===== config.mk =====
export PLATFORM = sky130hd
export DESIGN_NAME = rx_frame_ctrl
export DESIGN_NICKNAME = d
export VERILOG_FILES = /design/src/rtl/rx_frame_ctrl.sv
export SDC_FILE = /design/constraint.sdc
export NUM_CORES = 1
export LEC_CHECK = 0
export ABC_AREA = 1
export CORE_ASPECT_RATIO = 1.4
export CORE_MARGIN = 1
export CORE_UTILIZATION = 35
export DETAILED_ROUTE_END_ITERATION = 6
export SLEW_MARGIN = 30
export SYNTH_ARGS = -nofsm -noshare
export SYNTH_HDL_FRONTEND = slang
export SYNTH_SLANG_ARGS = --single-unit

===== constraint.sdc =====
create_clock -name clk -period 1.54 [get_ports clk]
set_clock_uncertainty 0.05 [all_clocks]
set_input_delay 0.154 -clock clk [delete_from_list [all_inputs] [get_ports clk]]
set_output_delay 0.154 -clock clk [all_outputs]
set_load 0.05 [all_outputs]

===== src/rtl/rx_frame_ctrl.sv =====
// rx_frame_ctrl: reads RX FIFO bytes over APB, frames SFD/PHR/payload
// and streams payload bytes to a valid/ready sink.
// Ports: clk, reset (async, high), enable run request;
//   APB master psel/penable/pwrite, FIFO pready/pslverr/prdata;
//   stream m_data/m_valid/m_last out, m_ready in;
//   status frame_len, frame_done pulse, err_len pulse.

module rx_frame_ctrl #(
    parameter logic [7:0] SFD     = 8'hA7,
    parameter int         MAX_LEN = 127
) (
    input  logic       clk,
    input  logic       reset,
    input  logic       enable,
    output logic       psel,
    output logic       penable,
    output logic       pwrite,
    input  logic       pready,
    input  logic       pslverr,
    input  logic [7:0] prdata,
    output logic [7:0] m_data,
    output logic       m_valid,
    input  logic       m_ready,
    output logic       m_last,
    output logic [6:0] frame_len,
    output logic       frame_done,
    output logic       err_len
);

    typedef enum logic [2:0] {
        S_IDLE,
        S_SETUP,
        S_ACCESS,
        S_CAPTURE,
        S_EMIT
    } state_t;

    typedef enum logic [1:0] {
        PH_HUNT,
        PH_LEN,
        PH_PAY
    } phase_t;

    localparam logic [7:0] MAX8 = 8'(MAX_LEN);

    state_t     state;
    state_t     state_nx;
    phase_t     phase;
    logic [6:0] cnt;
    logic       len_bad;

    assign pwrite = 1'b0;

    always_comb begin
        len_bad = prdata[7]
               || (prdata[6:0] == 7'd0)
               || ({1'b0, prdata[6:0]} > MAX8);
    end

    always_ff @(posedge clk or posedge reset) begin
        if (reset) begin
            state <= S_IDLE;
        end else begin
            state <= state_nx;
        end
    end

    always_comb begin
        state_nx = state;
        psel     = 1'b0;
        penable  = 1'b0;
        unique case (state)
            S_IDLE: begin
                if (enable) state_nx = S_SETUP;
            end
            S_SETUP: begin
                psel     = 1'b1;
                state_nx = S_ACCESS;
            end
            S_ACCESS: begin
                psel    = 1'b1;
                penable = 1'b1;
                // empty FIFO: drop the read and retry from IDLE
                if (pready) begin
                    state_nx = pslverr ? S_IDLE : S_CAPTURE;
                end
            end
            S_CAPTURE: begin
                state_nx = (phase == PH_PAY) ? S_EMIT : S_IDLE;
            end
            S_EMIT: begin
                if (m_ready) state_nx = S_IDLE;
            end
            default: state_nx = S_IDLE;
        endcase
    end

    always_ff @(posedge clk or posedge reset) begin
        if (reset) begin
            phase      <= PH_HUNT;
            cnt        <= 7'd0;
            m_data     <= 8'h00;
            m_valid    <= 1'b0;
            m_last     <= 1'b0;
            frame_len  <= 7'h00;
            frame_done <= 1'b0;
            err_len    <= 1'b0;
        end else begin
            frame_done <= 1'b0;
            err_len    <= 1'b0;
            unique case (state)
                S_IDLE: begin
                    if (!enable) begin
                        phase <= PH_HUNT;
                        cnt   <= 7'd0;
                    end
                end
                S_CAPTURE: begin
                    // prdata is only meaningful in this cycle
                    unique case (phase)
                        PH_HUNT: begin
                            if (prdata == SFD) phase <= PH_LEN;
                        end
                        PH_LEN: begin
                            if (len_bad) begin
                                err_len <= 1'b1;
                                phase   <= PH_HUNT;
                            end else begin
                                frame_len <= prdata[6:0];
                                cnt       <= 7'd0;
                                phase     <= PH_PAY;
                            end
                        end
                        PH_PAY: begin
                            m_data  <= prdata;
                            m_valid <= 1'b1;
                            m_last  <= (cnt == frame_len - 7'd1);
                        end
                        default: phase <= PH_HUNT;
                    endcase
                end
                S_EMIT: begin
                    if (m_ready) begin
                        m_valid <= 1'b0;
                        m_last  <= 1'b0;
                        cnt     <= cnt + 7'd1;
                        if (m_last) begin
                            frame_done <= 1'b1;
                            phase      <= PH_HUNT;
                        end
                    end
                end
                default: ;
            endcase
        end
    end

endmodule


### Word level (Yosys, flattened, before mapping)

Index checks and enable logic that the tools add are counted.
Widths: inputs -> output; s select.

| operators by class | value |
|---|---|
| $add $sub $neg | 2 |
| eq/ne operators | 18 |
| mux-type cells | 31 |
| bitwise operators | 1 |
| reductions and logical operators | 13 |

Operator list:

| cell | number |
|---|---|
| $mux 7 | 4 |
| $pmux 7 s3 | 1 |
| $ne 2x2->1 const B | 9 |
| $pmux 3 s5 | 1 |
| $mux 2 | 6 |
| $mux 3 | 4 |
| $pmux 2 s3 | 2 |
| $mux 1 | 11 |
| $reduce_and 3->1 | 3 |
| $eq 8x8->1 const B | 1 |
| $add 7x1->7 const B | 1 |
| $eq 7x7->1 | 1 |
| $logic_not 7->1 | 1 |
| $sub 7x1->7 const B | 1 |
| $eq 3x2->1 const B | 2 |
| $reduce_and 6->1 | 1 |
| $reduce_and 5->1 | 1 |
| $pmux 1 s2 | 2 |
| $eq 3x1->1 const B | 1 |
| $eq 3x3->1 const B | 1 |
| $logic_not 3->1 | 1 |
| $ne 3x3->1 const B | 1 |
| $reduce_bool 3->1 | 1 |
| $eq 2x1->1 const B | 1 |
| other kinds (7) | 7 |

| word-level totals | value |
|---|---|
| flip-flop bits (word level) | 31 |
| bits of input ports | 14 |
| output and inout bits | 22 |
| word-level logic and storage cells | 74 |

### Depth between registers and ports, before layout

| depth | value |
|---|---|
| depth after elaboration | 5 |
| gate-level depth with buffers | 11 |
| gate-level depth less buffers | 11 |

### Worst setup path after synthesis

No wires, ideal clock.

| path | value |
|---|---|
| path type | register to register |
| start point | reg frame_len[0] |
| end point | reg m_last |
| library setup time | 68 ps |
| arrival time | 1,668 ps |
| required time | 1,422 ps |
| slack | -245 ps |
| stages on the path, launching flop included | 12 |
| buffers on the path | 0 |
| clock period less this slack | 1,785 ps |
| cell sequence | dfrtp_1 -> inv_1 -> ha_1 -> nand2_1 -> inv_1 -> nor2_1 -> nand2_1 -> nor2_2 -> nand3_1 -> nor2_1 -> nand3_1 -> nand2_1 |

| between the ends | value |
|---|---|
| word-level cells in the longest chain between the ends | 4 |

RTL lines:

| what | line | source |
|---|---|---|
| start, declared | 25 | `output logic [6:0] frame_len,` |
| start signal, assigned | 129 | `frame_len <= prdata[6:0];` |
| $sub 7x1->7 | 137 | `m_last <= (cnt == frame_len - 7'd1);` |
| $eq 7x7->1 | 137 |  |
| $mux 1 | 120 | `unique case (phase)` |
| $pmux 1 s2 | 111 | `unique case (state)` |
| end signal, assigned | 137 |  |
| end, declared | 24 | `output logic m_last,` |

Every way passes these cells. The select of a mux whose other input is x is not followed.
A chain may end at the register's enable or synchronous reset.

### Worst setup path in the final report

| path | value |
|---|---|
| start point | reg state[2] |
| end point | out psel |

| between the ends | value |
|---|---|
| word-level cells in the longest chain between the ends | 3 |
| elaborated cells between the ends (all ways) | 4 |
| classes of those cells | eq/ne (2); mux (1); reduce/logical (1) |

RTL lines:

| what | line | source |
|---|---|---|
| start, declared | 46 | `state_t state;` |
| start signal, assigned | 64 | `state <= state_nx;` |
| $eq 3x2->1 / $eq 3x1->1 (equally long branches) | 72 | `unique case (state)` |
| $reduce_or 2->1 (no source line) (*) | -- |  |
| $mux 1 (*) | 72 |  |
| end, declared | 15 | `output logic psel,` |

Every way passes the cells marked *; elsewhere a longest branch is shown, timed or not.

==> metrics.cfg <==
[run_status]
status=complete, but fails checks
failed_checks=DRC

[clock_tree]
clkSlewWorstSetupHoldPaths_ns=0.06
cts_sinks=31
cts_buffer_depth=2
postCtsSetupRepairBufs=0
insertion_delay_ns=0.28
ctsHtreeMaxLevel=2
tritoncts=yes
root_buffer=clkbuf_8
cts-hold-fix-buffers=0
numCtsBuffers=5

[sta]
hold_ws_ns=0.204
hold_viol=0
rsz0062_at_grt=true
setup_viol=0
slew_viol_final=0
fmax_mhz=683
period_minus_slack_ns=1.46
finalCritPeriodShare_pct=95.1

[floorplan]
rows=30
start_util_pct=36.2
core_mm2=0.00480
die_h_um=85.4
die_x_um=61.6
ioPinCount=36
die_area_mm2=0.00526

[min_path]
hold_class=input port to asynchronous set/reset pin

[cells_and_area]
syn_to_final_growth_pct=36.4
layout_common_cells=60 x nand2_1, 29 x buf_4, 28 x dfrtp_1, 24 x nor2_1, 23 x inv_1
n_fill_cell=488
final_nets=292
final_layout_size_suffix_gt1_share_pct=23.8
antenna_cells=0
layout_commonest_cell=nand2_1

[setup_path]
worstPathArrival_ns=1.26
cp-start-kind=flip-flop
crit_type=flip-flop to primary output
required_ns=1.34
critPathCaptureType=primary output
path_max_fanout=4

[routing]
drcViolationCount=2
vias_per_cell=4.60
totalWireLength_um=3790
ant_nets=0
wl_per_cell_um=11.1
num_vias=1567
dr.pass1.iters=6
drtIter0Drc=53

[placement]
io_buffers=34
dpl.hpwl_um=2970
gp_congestion=0.777

[grt]
overflow=0
grt_first_pass_wirelength_um=6620
antenna_found_initial=0
grt_pass1_vias=1521
globalRouteTotalUtil_pct=17.1
grt_max_degree=32

[power_and_ir_drop]
power_frac_comb_pct=56.7
ir_worst_vdd_uv=741
cellPowerDensity_mw_per_mm2=1800
switching_power_mw=1.98
power_mw=4.26
p_seq_share_pct=29.2
netSwitchingFraction_pct=46.6
p_leak_nw=1.22
clkPwrFrac_pct=14.1
power.internal_mw=2.28

[logic_synthesis]
synth.avg_cell_area_um2=7.74
syn_inst=225
yosys_register_bits=31
synth_area_mm2=0.00174
yosysWarnings=0
syn_nets=241
synth_cell_types=32
ys_seq_area_share_pct=44.6

[run]
cap_violations=0

## power by group through the flow
| stage | Clock [mW] | Sequential, mW | Combinational (mW) |
|---|---|---|---|
| after floorplan | 0 | 1.80 | 1.02 |
| after global placement | 0 | 1.25 | 2.38 |
| after detailed placement | 0 | 1.25 | 2.41 |
| after CTS | 0.625 | 1.24 | 2.42 |
| after global routing | 0.656 | 1.28 | 2.63 |
| final | 0.601 | 1.24 | 2.42 |
## cells by family after synthesis
kind of cell    count (synthesis)  synth area share (%)
buf+inv                        33                  7.84
simple gates                  125                  33.8
compound gates                 26                  7.84
other cells                     1                 0.215
xor+xnor                        7                  4.31
fa+ha+maj                       2                  1.44
flops                          31                  44.6
## metrics by stage
stage / area, um^2 / cells / utilization (%) / worst slack [ns] / TNS, ns
6_report: 2370 / 341 / 49.4 / 0.0758 / 0
5_1_grt: 2370 / 341 / 49.4 / -0.107 / -0.163
4_1_cts: 2360 / 341 / 49.1 / -0.00928 / -0.00928
3_5_place_dp: 2280 / 333 / 47.4 / -0.115 / -0.812
3_3_place_gp: 2280 / 333 / 47.4 / -0.102 / -0.719
2_1_floorplan: 1760 / 225 / - / 0.0243 / 0
## state kept, by name (all words and copies together), names as in the netlist
name and flops:
phase 2, state 3, err_len 1, m_data 8
m_last 1, frame_done 1, frame_len 7, m_valid 1
cnt 7
## Yosys cell counts (all sizes together)
| cell | count | area, um^2 |
|---|---|---|
| o21ai | 22 | 110 |
| buf | 3 | 23.8 |
| xnor2 | 4 | 35.0 |
| xnor3 | 1 | 22.5 |
| inv | 29 | 109 |
| nand3b | 3 | 35.0 |
| nand3 | 22 | 123 |
| or2 | 1 | 6.26 |
| o21a | 1 | 7.51 |
| nor3 | 2 | 10.0 |
| dfrtp | 31 | 776 |
| conb | 1 | 3.75 |
| nor3b | 1 | 7.51 |
| a21oi | 2 | 10.0 |
| ha | 2 | 25.0 |
| nor2 | 26 | 108 |
| a211o | 1 | 8.76 |
| clkbuf | 1 | 3.75 |
| nand2 | 67 | 274 |
| xor2 | 2 | 17.5 |
| nand4 | 3 | 25.0 |
## critical path, stage by stage, from the launching register on
cell     delay [ns]
dfrtp_2        0.46
inv_2          0.08
buf_4          0.11
nand3_2        0.09
nand2_2        0.11
buf_12         0.13
## per-layer routing
layer | GRT usage, % | vias to the layer above | share of wire (%)
li1 | - | 813 | -
met1 | 20.2 | 728 | 42
met2 | 27.9 | 22 | 53
met3 | 4.73 | 4 | 2.6
met4 | 7.68 | 0 | 1.6
met5 | 0 | - | 0
## cell type report
class / instances / area [um^2] / area share (%)
Clock buffer: 7 / 76.3 / 3.22
Clock inverter: 1 / 5.00 / 0.211
Inverter: 29 / 109 / 4.59
Multi-Input combinational cell: 161 / 856 / 36.1
Sequential cell: 31 / 779 / 32.8
Tap cell: 64 / 80.1 / 3.37
Timing Repair Buffer: 48 / 468 / 19.7
## path summary, 6_finish.rpt
check / endpoint / start / depth (start not counted) / slack [ns]
max in group asynchronous: state[2]$_DFFE_PP0P_ / reset / 3 / 0.92
hold / removal: frame_done$_DFF_PP0_ / reset / 3 / 0.20
setup / recovery: psel / state[2]$_DFFE_PP0P_ / 5 / 0.08
setup reg to reg: m_last$_DFFE_PP0P_ / frame_len[1]$_DFFE_PP0P_ / 11 / 0.10
hold reg to reg: m_data[4]$_DFFE_PP0P_ / m_data[4]$_DFFE_PP0P_ / 2 / 0.44
min in group clk: frame_done$_DFF_PP0_ / m_ready / 3 / 0.38
## what timing repair did
item                                   CTS  global route
resized for setup                        1             7
endpoints found under the hold margin    0             0
setup endpoints to repair                2             7
pin swaps                                0             1
No activity file was read; power rests on OpenSTA's default activity.
